<file path="src/rtl/majority_window_sampler.sv">
// ============================================================================
// Module   : majority_window_sampler
// Function : Oversampling front end that gathers N ticked samples of din into
//            a sliding window and delivers a block-wise majority vote over a
//            valid/ready handshake.
// Revision : 1.0 - initial release
// ============================================================================
`default_nettype none

module majority_window_sampler #(
    parameter int N   = 5,
    parameter int DIV = 4
) (
    input  logic         clk,
    input  logic         rst_n,
    input  logic         en,
    input  logic         din,
    output logic [N-1:0] window,
    output logic         vote,
    output logic         vote_valid,
    input  logic         vote_ready,
    output logic         overrun
);

    localparam int DIV_W  = (DIV > 1) ? $clog2(DIV) : 1;
    localparam int FILL_W = (N > 1) ? $clog2(N) : 1;
    localparam int POP_W  = $clog2(N + 1);

    localparam logic [DIV_W-1:0]  C_DIV_LAST  = DIV_W'(DIV - 1);
    localparam logic [FILL_W-1:0] C_FILL_LAST = FILL_W'(N - 1);
    localparam logic [POP_W-1:0]  C_HALF      = POP_W'(N / 2);

    logic [DIV_W-1:0]  r_div_cnt;
    logic [FILL_W-1:0] r_fill_cnt;
    logic [N-1:0]      r_window;
    logic              r_vote;
    logic              r_vote_valid;
    logic              r_overrun;

    logic              w_tick;
    logic              w_complete;
    logic              w_transfer;
    logic [N-1:0]      w_window_nxt;
    logic [POP_W-1:0]  w_pop;
    logic              w_maj;

    // IDLE/FILL is fully captured by en: dropping en parks both counters at
    // zero, which is what discards a partial block.
    assign w_tick     = en && (r_div_cnt == C_DIV_LAST);
    assign w_complete = w_tick && (r_fill_cnt == C_FILL_LAST);
    assign w_transfer = r_vote_valid && vote_ready;

    generate
        if (N == 1) begin : g_single
            assign w_window_nxt = din;
        end else begin : g_multi
            assign w_window_nxt = {r_window[N-2:0], din};
        end
    endgenerate

    // Vote is taken on the post-shift window so the completing sample counts.
    always_comb begin
        w_pop = '0;
        for (int i = 0; i < N; i++) begin
            w_pop = w_pop + POP_W'(w_window_nxt[i]);
        end
    end

    assign w_maj = (w_pop > C_HALF);

    always_ff @(posedge clk) begin
        if (!rst_n) begin
            r_div_cnt  <= '0;
            r_fill_cnt <= '0;
            r_window   <= '0;
        end else if (!en) begin
            r_div_cnt  <= '0;
            r_fill_cnt <= '0;
        end else begin
            r_div_cnt <= w_tick ? '0 : r_div_cnt + 1'b1;
            if (w_tick) begin
                r_window   <= w_window_nxt;
                r_fill_cnt <= w_complete ? '0 : r_fill_cnt + 1'b1;
            end
        end
    end

    // A completion always loads; overrun only when the old result is
    // still pending and not being taken this very cycle.
    always_ff @(posedge clk) begin
        if (!rst_n) begin
            r_vote       <= 1'b0;
            r_vote_valid <= 1'b0;
            r_overrun    <= 1'b0;
        end else if (w_complete) begin
            r_vote       <= w_maj;
            r_vote_valid <= 1'b1;
            if (r_vote_valid && !vote_ready) begin
                r_overrun <= 1'b1;
            end
        end else if (w_transfer) begin
            r_vote_valid <= 1'b0;
        end
    end

    assign window     = r_window;
    assign vote       = r_vote;
    assign vote_valid = r_vote_valid;
    assign overrun    = r_overrun;

endmodule

`default_nettype wire

</file>
<file path="config.mk">
export PLATFORM = sky130hd
export DESIGN_NAME = majority_window_sampler
export DESIGN_NICKNAME = d
export VERILOG_FILES = /design/src/rtl/majority_window_sampler.sv
export SDC_FILE = /design/constraint.sdc
export NUM_CORES = 1
export LEC_CHECK = 0
export ABC_AREA = 1
export CAP_MARGIN = 20
export CELL_PAD_IN_SITES_DETAIL_PLACEMENT = 1
export CELL_PAD_IN_SITES_GLOBAL_PLACEMENT = 1
export CORE_MARGIN = 2
export CORE_UTILIZATION = 31
export DETAILED_ROUTE_END_ITERATION = 6
export GPL_ROUTABILITY_DRIVEN = 0
export PLACE_DENSITY = 0.71
export SLEW_MARGIN = 40
export SYNTH_ARGS = -nofsm -noshare
export SYNTH_HDL_FRONTEND = slang
export SYNTH_SLANG_ARGS = --single-unit
</file>
<file path="constraint.sdc">
create_clock -name clk -period 2 [get_ports clk]
set_clock_uncertainty 0.2 [all_clocks]
set_input_delay 0.4 -clock clk [delete_from_list [all_inputs] [get_ports clk]]
set_output_delay 0.4 -clock clk [all_outputs]
set_load 0.03 [all_outputs]
</file>
-- Word level (Yosys, flattened, before mapping)
Index checks and enable logic that the tools add are counted.
- flip-flop bits (word level): 13
- output and inout bits: 8
- word-level logic and storage cells: 30
- add/sub/neg operators: 6
- order comparisons: 1
- equal/unequal tests: 2
- muxes and demuxes: 3
- bitwise gates (word level): 2
- reduce and logical (&&, ||, !) cells: 10
- operators by type and width (cell ; count):
    $add A3 B1 Y3 ; 2
    $reduce_and A2 Y1 ; 3
    $logic_and A1 B1 Y1 ; 4
    $add A2 B1 Y3 ; 1
    $add A3 B1 Y3 const B ; 1
    $eq A3 B3 Y1 const B ; 1
    $gt A3 B2 Y1 const B ; 1
    $mux W3 ; 1
    $reduce_or A3 Y1 ; 1
    $add A1 B1 Y2 ; 1
    $add A2 B1 Y2 const B ; 1
    $eq A2 B2 Y1 const B ; 1
    $mux W1 ; 2
    $not A1 Y1 ; 2
    $reduce_bool A2 Y1 ; 1
    $logic_not A1 Y1 ; 1

-- Logic depth before layout (Yosys ltp)
Gate-level depths: netlist of run 1.
- depth in word-level cells: 5
- mapped depth: 11
- mapped depth without buffers: 11

-- Worst setup path after synthesis of run 1
OpenSTA, ideal clock, no wires.
- path kind: reg-to-reg
- from: register r_window[0] (netlist: window[0])
- to: register r_vote (netlist: vote)
- setup time: 110 ps
- data arrival time: 1979 ps
- path slack: -290 ps
- stages on the path, launching flop included: 10
- clock period less this slack: 2290 ps
- path through: dfxtp_1 -> inv_1 -> fa_1 -> fa_1 -> ha_1 -> nand3_1 -> nand2_1 -> nand2_1 -> inv_1 -> nor2_1
- cells in the longest elaborated chain, start to end: 5
- RTL lines (what ; RTL line ; text):
    from (decl) ; 35 ; logic [N-1:0] r_window;
    from (signal assigned) ; 82 ; r_window <= w_window_nxt;
    $add A1 B1 Y2 ; 65 ; w_pop = w_pop + POP_W'(w_window_nxt[i]);
    $add A2 B1 Y3 ; 65 ;
    $add A3 B1 Y3 (2 in a row) ; 65 ;
    $gt A3 B2 Y1 ; 69 ; assign w_maj = (w_pop > C_HALF);
    to (signal assigned) ; 96 ; r_vote <= w_maj;
    to (decl) ; 36 ; logic r_vote;
Every way passes these cells.
A chain may end at the register's enable or synchronous reset.

-- Worst setup path in the final report of run 1
Same ends and word-level chain as after synthesis.

==> results.ini, run 1 <==
[run_status]
outcome = complete, but fails checks
violations = setup timing

[logic_synthesis]
synth.distinct_cells = 12
synth_top_area_share_pct = 41.27
synth_top_area_cell = dfxtp_1
synthesis.nets = 93
ys_warn_count = 0
synth_area_leaders = dfxtp_1, inv_1, ha_1, a21oi_1, fa_1
syn_area_sq_um = 630.6
ys_ff_latch = 13
ys_seq_area_share_pct = 41.27
avgSynthCellArea_sq_um = 7.785
synthCells = 81

[drt]
dr.pass1.iters = 2
ant_nets = 0
vias = 552
routed_via_density = 4.346
wl_um = 1302
routedWlPerCell_um = 10.25
drc = 0
drtIter0Drc = 7

[power_and_ir_drop]
power.density_nw_per_um2 = 536.6
leakagePower_nw = 0.3713
irDropWorstVdd_mv = 0.3391
finalPower_mw = 0.4606

[floorplanning]
core_sq_um = 1942
design.portCount = 13
core.rowCount = 16
initial_core_util_pct = 32.47
die_w_um = 49.10
die_area_sq_um = 2411
die_h_um = 49.10

[grt]
grt_usage_pct = 13.34
overflow = 0
grt_max_degree = 9
antenna_found_initial = 0
grt_pass1_wl_um = 2394
grt_pass1_vias = 577

[clock_network]
cts_max_level = 1
clock_latency_ps = 290
clk_pin_slew_ps = 90
cts_inserted_buffers = 3
cts_tree = done
cts_root_buffer = clkbuf_4
clkSinkCount = 13
ctsHoldBuffers = 0
cts_buffer_depth = 2

[timing]
hold_viol_final = 0
fin_crit_sh_pct = 104.3
drv_slew = 0
setup_violations = 1
rsz0062_at_grt = true
setup_ws_ps = -86.04
min_period_ps = 2086
slew_headroom_pct = 79.37
max_freq_mhz = 479.4
tightest_slew_ps = 308.5

[critical_path]
r2r-start = window[0]
critPathLaunch = window[0]
crit_path_end = vote
worstPathArrival_ps = 2080
crit_fanout = 2
r2r_slack_ps = -90
worstRegToRegCells = 9
critical_path_class = reg2reg
crit_chain = inv_2 -> fa_1 -> fa_2 -> ha_4 -> nand3_2 -> nand2_1 -> nand2_1 -> inv_1 -> nor2_1
max_stage_delay_ps = 480
start_kind = flop
slowest_stage = fa_1
cp_common_cell = nand2_1
endpoint_kind = flop
crit_required_ps = 1990
rr_endpoint = vote

[finish]
utilization_pct = 44.20
n_fill_cell = 255
nNetsFinal = 113
area_delta_synth_final_pct = 36.11
drive_gt1_share_pct = 19.00
antennaDiodeCount = 0

[placed_design]
io_buffers = 12
hpwl_um = 995.8

[run]
drv_cap = 0

[min_path]
hold_class = reg2reg

-- timing repair --
item	CTS	global route
resized for setup	8	2
setup buffers	1	0
endpoints found under the setup margin	3	1
pin swaps	5	4
-- cells in the mapped netlist (all sizes together) --
cell type / n
a21oi: 8
o21ai: 8
fa: 2
ha: 5
nand3: 2
dfxtp: 13
nor2: 10
inv: 21
nand2: 11
buf: 1
-- critical path, delay by kind of cell, from the launching register on --
family | cells | cell delay (ps)
flip-flops | 1 | 350
buffers and inverters | 2 | 100
adder cells (fa/ha/maj) | 3 | 1150
AND/OR/NAND/NOR | 4 | 180
-- layout make-up --
class                      count  area, sq um  share of cell area, %
multi-input combinational     46        302.8                  35.28
tap                           27        33.78                  3.936
inverter                      21        81.33                  9.475
sequential                    13        267.8                  31.20
timing repair buffer          16        146.4                  17.06
clock buffer                   4        26.28                  3.061
-- sequential cells by signal, indices dropped and copies added, names as in the netlist --
signal	flops
window	5
r_fill_cnt	3
r_div_cnt	2
overrun	1
vote	1
vote_valid	1
-- power by group --
part	switching, mW	total, mW	leakage, nW	internal, mW
registers	0.00136	0.260	0.107	0.259
clock network	0.0944	0.172	0.0150	0.0776
logic	0.0148	0.0285	0.250	0.0138
-- metrics by stage --
stage | hold WS, ps | area (sq um) | std cells | TNS (ps) | setup slack (ps)
after global routing | 266.4 | 858.3 | 127 | -145.0 | -145.0
after CTS | 229.8 | 855.8 | 127 | -156.8 | -156.8
final | 230.2 | 858.3 | 127 | -86.04 | -86.04
after global placement | 207.2 | 805.8 | 122 | -609.9 | -609.9
after floorplan | 197.3 | 640.6 | 81 | -80.72 | -80.72
after detailed placement | 218.0 | 805.8 | 122 | -657.2 | -657.2
-- worst min path at each step --
stage                       startpoint            to  slack, ps  cells after the start
after global routing      r_div_cnt[0]  r_div_cnt[0]        270                      1
after detailed placement  r_div_cnt[0]  r_div_cnt[0]        220                      1
after floorplan           r_div_cnt[0]  r_div_cnt[0]        200                      1
final                     r_div_cnt[0]  r_div_cnt[0]        230                      1
after CTS                 r_div_cnt[0]  r_div_cnt[0]        230                      1
after global placement    r_div_cnt[0]  r_div_cnt[0]        210                      1
-- per-layer routing --
| layer | up-vias | share of wire (%) | GRT usage, % |
|---|---|---|---|
| met3 | 4 | 5.9 | 4.908 |
| met2 | 16 | 45 | 20.50 |
| li1 | 282 | - | - |
| met4 | 0 | 2.3 | 8.571 |
| met1 | 250 | 47 | 15.52 |
| met5 | - | 0 | 0 |
-- layout by cell type (no fill, tap or decap), drive strengths merged --
master	Yosys	layout
fa	2	2
dfxtp	13	13
dlygate4sd2	0	3
nand2	11	11
o21ai	8	8
nor2	10	10
a21oi	8	8
ha	5	5
clkdlybuf4s50	0	9
clkbuf	0	4
inv	21	21
buf	1	4
nand3	2	2
-- cell families after synthesis --
family	after synthesis	share of synthesized area (%)
adder cells (fa/ha/maj)	7	16.27
AO/OA/AOI/OAI	16	13.29
AND/OR/NAND/NOR	23	14.88
buffers and inverters	22	14.29
flip-flops	13	41.27
Note: power is estimated with default switching activity, not from simulation.
==> run 2, diff against run 1 <==
- CAP_MARGIN: 20 -> 15
==> results of run 2 <==
No change in the layout: final DEF, timing and power equal those of run 1.
